### config.mk
export PLATFORM = sky130hd
export DESIGN_NAME = inst_fetch_queue
export DESIGN_NICKNAME = d
export VERILOG_FILES = /design/src/rtl/inst_fetch_queue.sv
export SDC_FILE = /design/constraint.sdc
export NUM_CORES = 1
export LEC_CHECK = 0
export ABC_AREA = 1
export BUFFER_PORTS_ARGS = -buffer_cell sky130_fd_sc_hd__buf_2
export CAP_MARGIN = 20
export CELL_PAD_IN_SITES_DETAIL_PLACEMENT = 1
export CELL_PAD_IN_SITES_GLOBAL_PLACEMENT = 1
export CORE_UTILIZATION = 45
export DETAILED_ROUTE_END_ITERATION = 8
export PLACE_DENSITY = 0.86
export SLEW_MARGIN = 20
export SYNTH_ARGS = -nofsm -noshare
export SYNTH_HDL_FRONTEND = slang
export SYNTH_SLANG_ARGS = --single-unit
### constraint.sdc
create_clock -name clk -period 5.7 [get_ports clk]
set_input_delay 1.425 -clock clk [delete_from_list [all_inputs] [get_ports clk]]
set_output_delay 1.425 -clock clk [all_outputs]
set_load 0.02 [all_outputs]
### src/rtl/inst_fetch_queue.sv
// inst_fetch_queue
// ----------------
// Instruction fetch unit with a small in-order instruction queue. Each cycle
// it may issue one read to a synchronous instruction ROM. The read data
// returns one cycle later and is pushed into the queue, tagged with the
// address it was fetched from. Decode pops the queue head with a
// valid/ready handshake. A redirect (flush) or a reset empties the queue,
// drops any read still in flight and restarts fetch at the new address.
//
// Compile-time option:
//   IFQ_STALL_CNT_EN  when defined, stall_cnt counts the cycles in which decode
//                     was starved (no valid head, no flush). The counter
//                     saturates at 16'hFFFF. When the macro is not defined,
//                     stall_cnt is tied to 0.
//
// Parameters:
//   DEPTH     queue depth in entries (power of two, 2..16)
//   PC_RESET  fetch address loaded on reset
//
// Ports:
//   clk         rising-edge clock
//   rst         synchronous active-high reset
//   imem_en     ROM read request (combinational from registered state)
//   imem_addr   ROM byte address (the fetch PC)
//   imem_rdata  ROM data, valid the cycle after imem_en
//   flush       redirect request
//   flush_pc    redirect target, sampled when flush=1
//   inst_valid  queue head is valid
//   inst_ready  decode accepts the head this cycle
//   inst_code   head instruction word (0 when not valid)
//   inst_pc     head instruction address (0 when not valid)
//   count       number of valid queue entries
//   stall_cnt   decode-starvation counter
module inst_fetch_queue #(
  parameter int          DEPTH    = 4,
  parameter logic [31:0] PC_RESET = 32'h0000_0000
) (
  input  logic                       clk,
  input  logic                       rst,
  output logic                       imem_en,
  output logic [31:0]                imem_addr,
  input  logic [31:0]                imem_rdata,
  input  logic                       flush,
  input  logic [31:0]                flush_pc,
  output logic                       inst_valid,
  input  logic                       inst_ready,
  output logic [31:0]                inst_code,
  output logic [31:0]                inst_pc,
  output logic [$clog2(DEPTH):0]     count,
  output logic [15:0]                stall_cnt
);

  localparam int PW = $clog2(DEPTH);
  localparam int CW = PW + 1;
  localparam logic [CW:0] DEPTH_LIM = (CW + 1)'(DEPTH);

  logic [31:0]   pc_reg;
  logic          inflight_reg;
  logic [31:0]   inflight_pc_reg;
  logic [PW-1:0] head_reg;
  logic [PW-1:0] tail_reg;
  logic [CW-1:0] count_reg;
  logic [CW-1:0] count_next;

  logic [31:0]   code_mem [DEPTH];
  logic [31:0]   tag_mem  [DEPTH];

  logic [CW:0]   credit_sum;
  logic          push;
  logic          pop;

  // An outstanding read already owns a queue slot, so it is counted against
  // the depth. This guarantees a free slot whenever its data arrives.
  assign credit_sum = {1'b0, count_reg} + (CW + 1)'(inflight_reg);
  assign imem_en    = !rst && !flush && (credit_sum < DEPTH_LIM);
  assign imem_addr  = pc_reg;

  // A flush or reset at the edge where the data lands discards that data.
  assign push = inflight_reg && !flush && !rst;
  // A flush wins over inst_ready. The head is dropped, not consumed.
  assign pop  = inst_valid && inst_ready && !flush;

  assign inst_valid = !rst && (count_reg != '0);
  assign inst_code  = inst_valid ? code_mem[head_reg] : 32'h0;
  assign inst_pc    = inst_valid ? tag_mem[head_reg]  : 32'h0;
  assign count      = count_reg;

  always_comb begin
    count_next = count_reg;
    case ({push, pop})
      2'b10:   count_next = count_reg + CW'(1);
      2'b01:   count_next = count_reg - CW'(1);
      default: count_next = count_reg;
    endcase
  end

  always_ff @(posedge clk) begin
    if (rst) begin
      pc_reg          <= PC_RESET;
      inflight_reg    <= 1'b0;
      inflight_pc_reg <= 32'h0;
      head_reg        <= '0;
      tail_reg        <= '0;
      count_reg       <= '0;
    end else if (flush) begin
      pc_reg          <= flush_pc;
      inflight_reg    <= 1'b0;
      head_reg        <= '0;
      tail_reg        <= '0;
      count_reg       <= '0;
    end else begin
      if (imem_en) begin
        pc_reg <= pc_reg + 32'd4;
      end
      inflight_reg    <= imem_en;
      inflight_pc_reg <= pc_reg;
      if (push) begin
        tail_reg <= tail_reg + PW'(1);
      end
      if (pop) begin
        head_reg <= head_reg + PW'(1);
      end
      count_reg <= count_next;
    end
  end

  // The queue storage is not reset. An entry is only read after a push
  // has written it.
  always_ff @(posedge clk) begin
    if (push) begin
      code_mem[tail_reg] <= imem_rdata;
      tag_mem[tail_reg]  <= inflight_pc_reg;
    end
  end

`ifdef IFQ_STALL_CNT_EN
  logic [15:0] stall_cnt_reg;

  always_ff @(posedge clk) begin
    if (rst) begin
      stall_cnt_reg <= 16'h0;
    end else if (!inst_valid && !flush && (stall_cnt_reg != 16'hFFFF)) begin
      stall_cnt_reg <= stall_cnt_reg + 16'd1;
    end
  end

  assign stall_cnt = stall_cnt_reg;
`else
  assign stall_cnt = 16'h0;
`endif

endmodule

# Yosys cells after proc, flatten, opt, wreduce, memory -nomap -nowiden
# Memories as Yosys holds them, arrays and structs flattened. A register that Yosys moved wholly into a read port is not among the register bits.
# Index checks and enable logic that the tools add are counted.
[classes] n_addsub=6 mul=0 n_div=0 magnitude_cmp=1 eq_ne=2 shift=0 mux=11 bitwise_logic=0 n_reduce_logical=13
[op_table] operator="$mux W32" n=4
[op_table] operator="$add A32 B3 Y32 const B" n=1
[op_table] operator="$mux W2" n=4
[op_table] operator="$logic_and A1 B1 Y1" n=7
[op_table] operator="$pmux W3 S2" n=1
[op_table] operator="$add A2 B1 Y2 const B" n=2
[op_table] operator="$add A3 B1 Y4" n=1
[op_table] operator="$lt A4 B3 Y1 const B" n=1
[op_table] operator="$reduce_bool A2 Y1" n=2
[op_table] operator="$add A3 B1 Y3 const B" n=1
[op_table] operator="$reduce_bool A3 Y1" n=1
[op_table] operator="$sub A3 B1 Y3 const B" n=1
[op_table] operator="$eq A2 B1 Y1 const B" n=1
[op_table] operator="$eq A2 B2 Y1 const B" n=1
[op_table] operator="$logic_not A1 Y1" n=2
[op_table] operator="$mux W1" n=2
[op_table] operator="$reduce_or A2 Y1" n=1
[word_totals] regBits=72 latch_bits=0 ramBits=256 rom_bits=0 in_bits=68 out_inout_bits=117 elab_cells=41 memories=2
[mem_list] name="code_mem" depth=4 width=32 read_ports=1 rd_ports_with_merged_regs=1 write_ports=1 line="65" text="logic [31:0] code_mem [DEPTH];"
[mem_list] name="tag_mem" depth=4 width=32 read_ports=1 rd_ports_with_merged_regs=1 write_ports=1 line="66" text="logic [31:0] tag_mem [DEPTH];"

# Depth between registers and ports, before layout
[depth] ltp_word=6 mapped_depth=11 ltp_nobuf=10

# Least setup slack after synthesis
# No wires, ideal clock.
[synth_timing] kind="input-to-reg" from="input flush" to="memory code_mem[0][0] (enable)" arrival_time_ns=4.431 path_slack_ns=0.782 stages=3 n_path_buf=0 cell_sequence="nor2_4 -> nand2_1 -> nor2_1"
[synth_via] elab_chain_len=5
[synth_lines] item="from (decl)" line="43" text="input logic flush,"
[synth_lines] item="$logic_not A1 Y1" line="79" text="assign push = inflight_reg && !flush && !rst;"
[synth_lines] item="$logic_and A1 B1 Y1 (2 in a row)" line="79"
[synth_lines] item="$mux W1" line="130" text="if (push) begin"
[synth_lines] item="$mux W1 (not written as such)" line="131" text="code_mem[tail_reg] <= imem_rdata;"
[synth_lines] item="to (decl)" line="65"
# Every way passes these cells.

==> reports/metrics.yaml <==
outcome:
  status: "finished, final reports clean"
clocking:
  h-tree-depth: 2
  cts_tree: "yes"
  cts_sinks: 330
  cts_made_buffers: 36
  cts.path.max_buffers: 3
  clkLatencyLatePin_ns: 0.52
  clkSlewWorstSetupHoldPaths_ns: 0.06
  postCtsHoldBufs: 0
  cts_resized: 0
  cts_root_buffer: "clkbuf_16"
  cts_setup_buffers: 0
global_route:
  grt_pass1_wl_mm: 57.9
  gr-total-overflow: 0
  grt_start_max_net_pins: 100
  grt_use_met3_pct: 3.08
  gr-usage-all-layers_pct: 23.8
  met1_usage_pct: 31.6
  busiest_layer: "met2"
  antenna_found_initial: 0
  grt_pass1_vias: 10600
  grt_util_met2_pct: 40.8
floorplan:
  start_util_pct: 45.6
  rows: 64
  io_pins: 185
  die_x_um: 178
  core_area_um2: 30500
  die_h_um: 178
  die_area_um2: 31600
sta:
  setup_violations: 0
  drv_slew: 0
  fin_skew_ns: 0.0114
  hold_viol: 0
  fin_crit_ns: 4.49
  fin_ws_ns: 1.21
  slew_headroom_pct: 31.5
  rsz0062_at_grt: "false"
  worst_pin_slew_ns: 1.03
  layout_worst_path_cycle_share_pct: 78.8
  max_freq_ghz: 0.223
  fin_setup_tns_ns: 0
pwr:
  p_sw_share_pct: 21.8
  seqPwrFrac_pct: 51.6
  ir_worst_vdd_mv: 0.180
  p_switching_mw: 1.13
  pwr-share-clk_pct: 43.7
  comb_power_share_pct: 4.7
  power_leakage_nw: 6.19
  power_density_nw_per_um2: 321
  p_int_mw: 4.06
placed_design:
  preCtsSetupSlack_ns: 1.39
  place_congestion: 0.834
  hpwl_mm: 23.7
  dpl_cell_area_um2: 15000
  portBuffers: 168
  dp_cells: 1857
worst_setup_path:
  cp_data_required_time_ns: 4.28
  end_kind: "output port"
  crit_fanout: 76
  crit_type: "reg -> out"
  arrival_ns: 3.06
  start_kind: "flip-flop"
routing:
  avgViaCountPerCell: 5.37
  num_vias: 10300
  drtIter0Drc: 705
  wl_per_cell_um: 19.4
  finalWirelength_mm: 37.2
  drc: 0
  antenna_left: 0
  drt_first_pass_iters: 4
yosys:
  synth_area_um2: 13900
  syn_area_per_cell_um2: 10.3
  yosysSeqAreaShare_pct: 65.9
  ys_async_sr_fraction_pct: 0
  synthCells: 1352
  ys_ff_latch: 330
  dominantRegCellSynth: "edfxtp_1"
  synth_edf_count: 256
  yosysWarningCount: 0
  yosysTopAreaCell: "edfxtp_1"
  yosysUniqueCellTypes: 41
  yosysTopAreaCellShare_pct: 55.3
  synth_area_leaders: "edfxtp_1 55%, dfxtp_1 11%, nor2_1 8.6%"
run:
  drv_cap: 0
layout:
  final_cell_count_no_fill: 1919
  final_area_um2: 16200
  nets: 1575
  drive_above_1_share_pct: 18.1
  syn_to_final_growth_pct: 16.2
  top_regs: "code_mem: 128 flops, tag_mem: 128 flops"
hold_path:
  hold_path_class: "reg -> reg"
==> per-layer routing <==
metal / routed length (um) / part of all wire, % / vias up
met1: 16400 / 44 / 5098
met4: 737 / 2.0 / 0
met3: 1750 / 4.7 / 51
met2: 18300 / 49 / 281
met5: 0 / 0 / -
li1: - / - / 4870
==> final cells by class <==
class                   instances  area [um^2]
well taps                     396          495
flip-flops and latches        330         9170
diodes                          1         2.50
clock buffers                  44          941
multi-input cells             893         4130
clock inverters                16          195
repair buffers                184         1010
fillers                      3394        14300
inverters                      55          215
==> critical path: stages (launching register included) <==
cell and delay [ns]:
dfxtp_4 0.57, clkinv_2 0.81, buf_4 0.55, o21ai_0 0.29, a21oi_1 0.13, buf_2 0.19
==> path summary, 6_finish.rpt <==
kind                start              end  slack [ns]  cells after the start
min           head_reg[1]        flip-flop        0.49                      2
min reg2reg   head_reg[1]        flip-flop        0.49                      2
max             flip-flop    inst_code[17]        1.21                      5
max reg2reg  inflight_reg  code_mem[2][30]        3.58                      3
==> power by group through the flow <==
stage          combinational (mW)  sequential (mW)  clock (mW)
2_1_floorplan               0.141             2.73           0
3_3_place_gp                0.232             2.72           0
3_5_place_dp                0.243             2.73           0
4_1_cts                     0.245             2.68        2.30
5_1_grt                     0.272             2.68        2.40
6_report                    0.244             2.68        2.27
==> cell usage after synthesis (all sizes together), types with 6 or more instances <==
cell type	number
nor2	336
edfxtp	256
nand2	178
o21ai	173
a21oi	114
dfxtp	74
buf	63
inv	55
nand3	40
clkbuf	26
o211ai	7
ha	6
nor3	6
==> cells by family after synthesis <==
family / after synthesis / share of synthesized area [%]
other: 1 / 0.0270
adders and majority gates: 7 / 0.684
AOI/OAI and AO/OA: 302 / 11.2
DFF: 330 / 65.9
buffers and inverters: 144 / 5.01
and+or+nand+nor: 565 / 17.0
xor gates and xnor gates: 3 / 0.189
==> per-stage QoR <==
stage / utilization (%) / hold WS [ns] / power, mW
after global placement: 49.1 / 0.447 / 2.96
after global routing: 53.0 / 0.522 / 5.35
after CTS: 52.9 / 0.490 / 5.22
final: 53.0 / 0.492 / 5.19
after detailed placement: 49.1 / 0.467 / 2.97
after floorplan: - / 0.441 / 2.87
==> cell usage in the layout (no fill, tap or decap), types with 3 or more instances in the layout <==
cell	n
inv_2	3
a21oi_1	112
clkinv_2	4
o21ai_0	162
clkbuf_1	7
nand3_1	38
o211ai_1	7
dfxtp_1	72
inv_1	50
edfxtp_1	256
clkinv_1	5
o21ai_1	11
buf_2	168
nor3_1	4
nor2_4	15
nor2_2	5
nand2_1	168
clkbuf_16	36
nand2_2	7
ha_1	6
conb_1	16
buf_4	13
bufinv_16	4
nor2_1	316
nand4_1	3
a31oi_1	3
(Power assumes the default switching activity.)
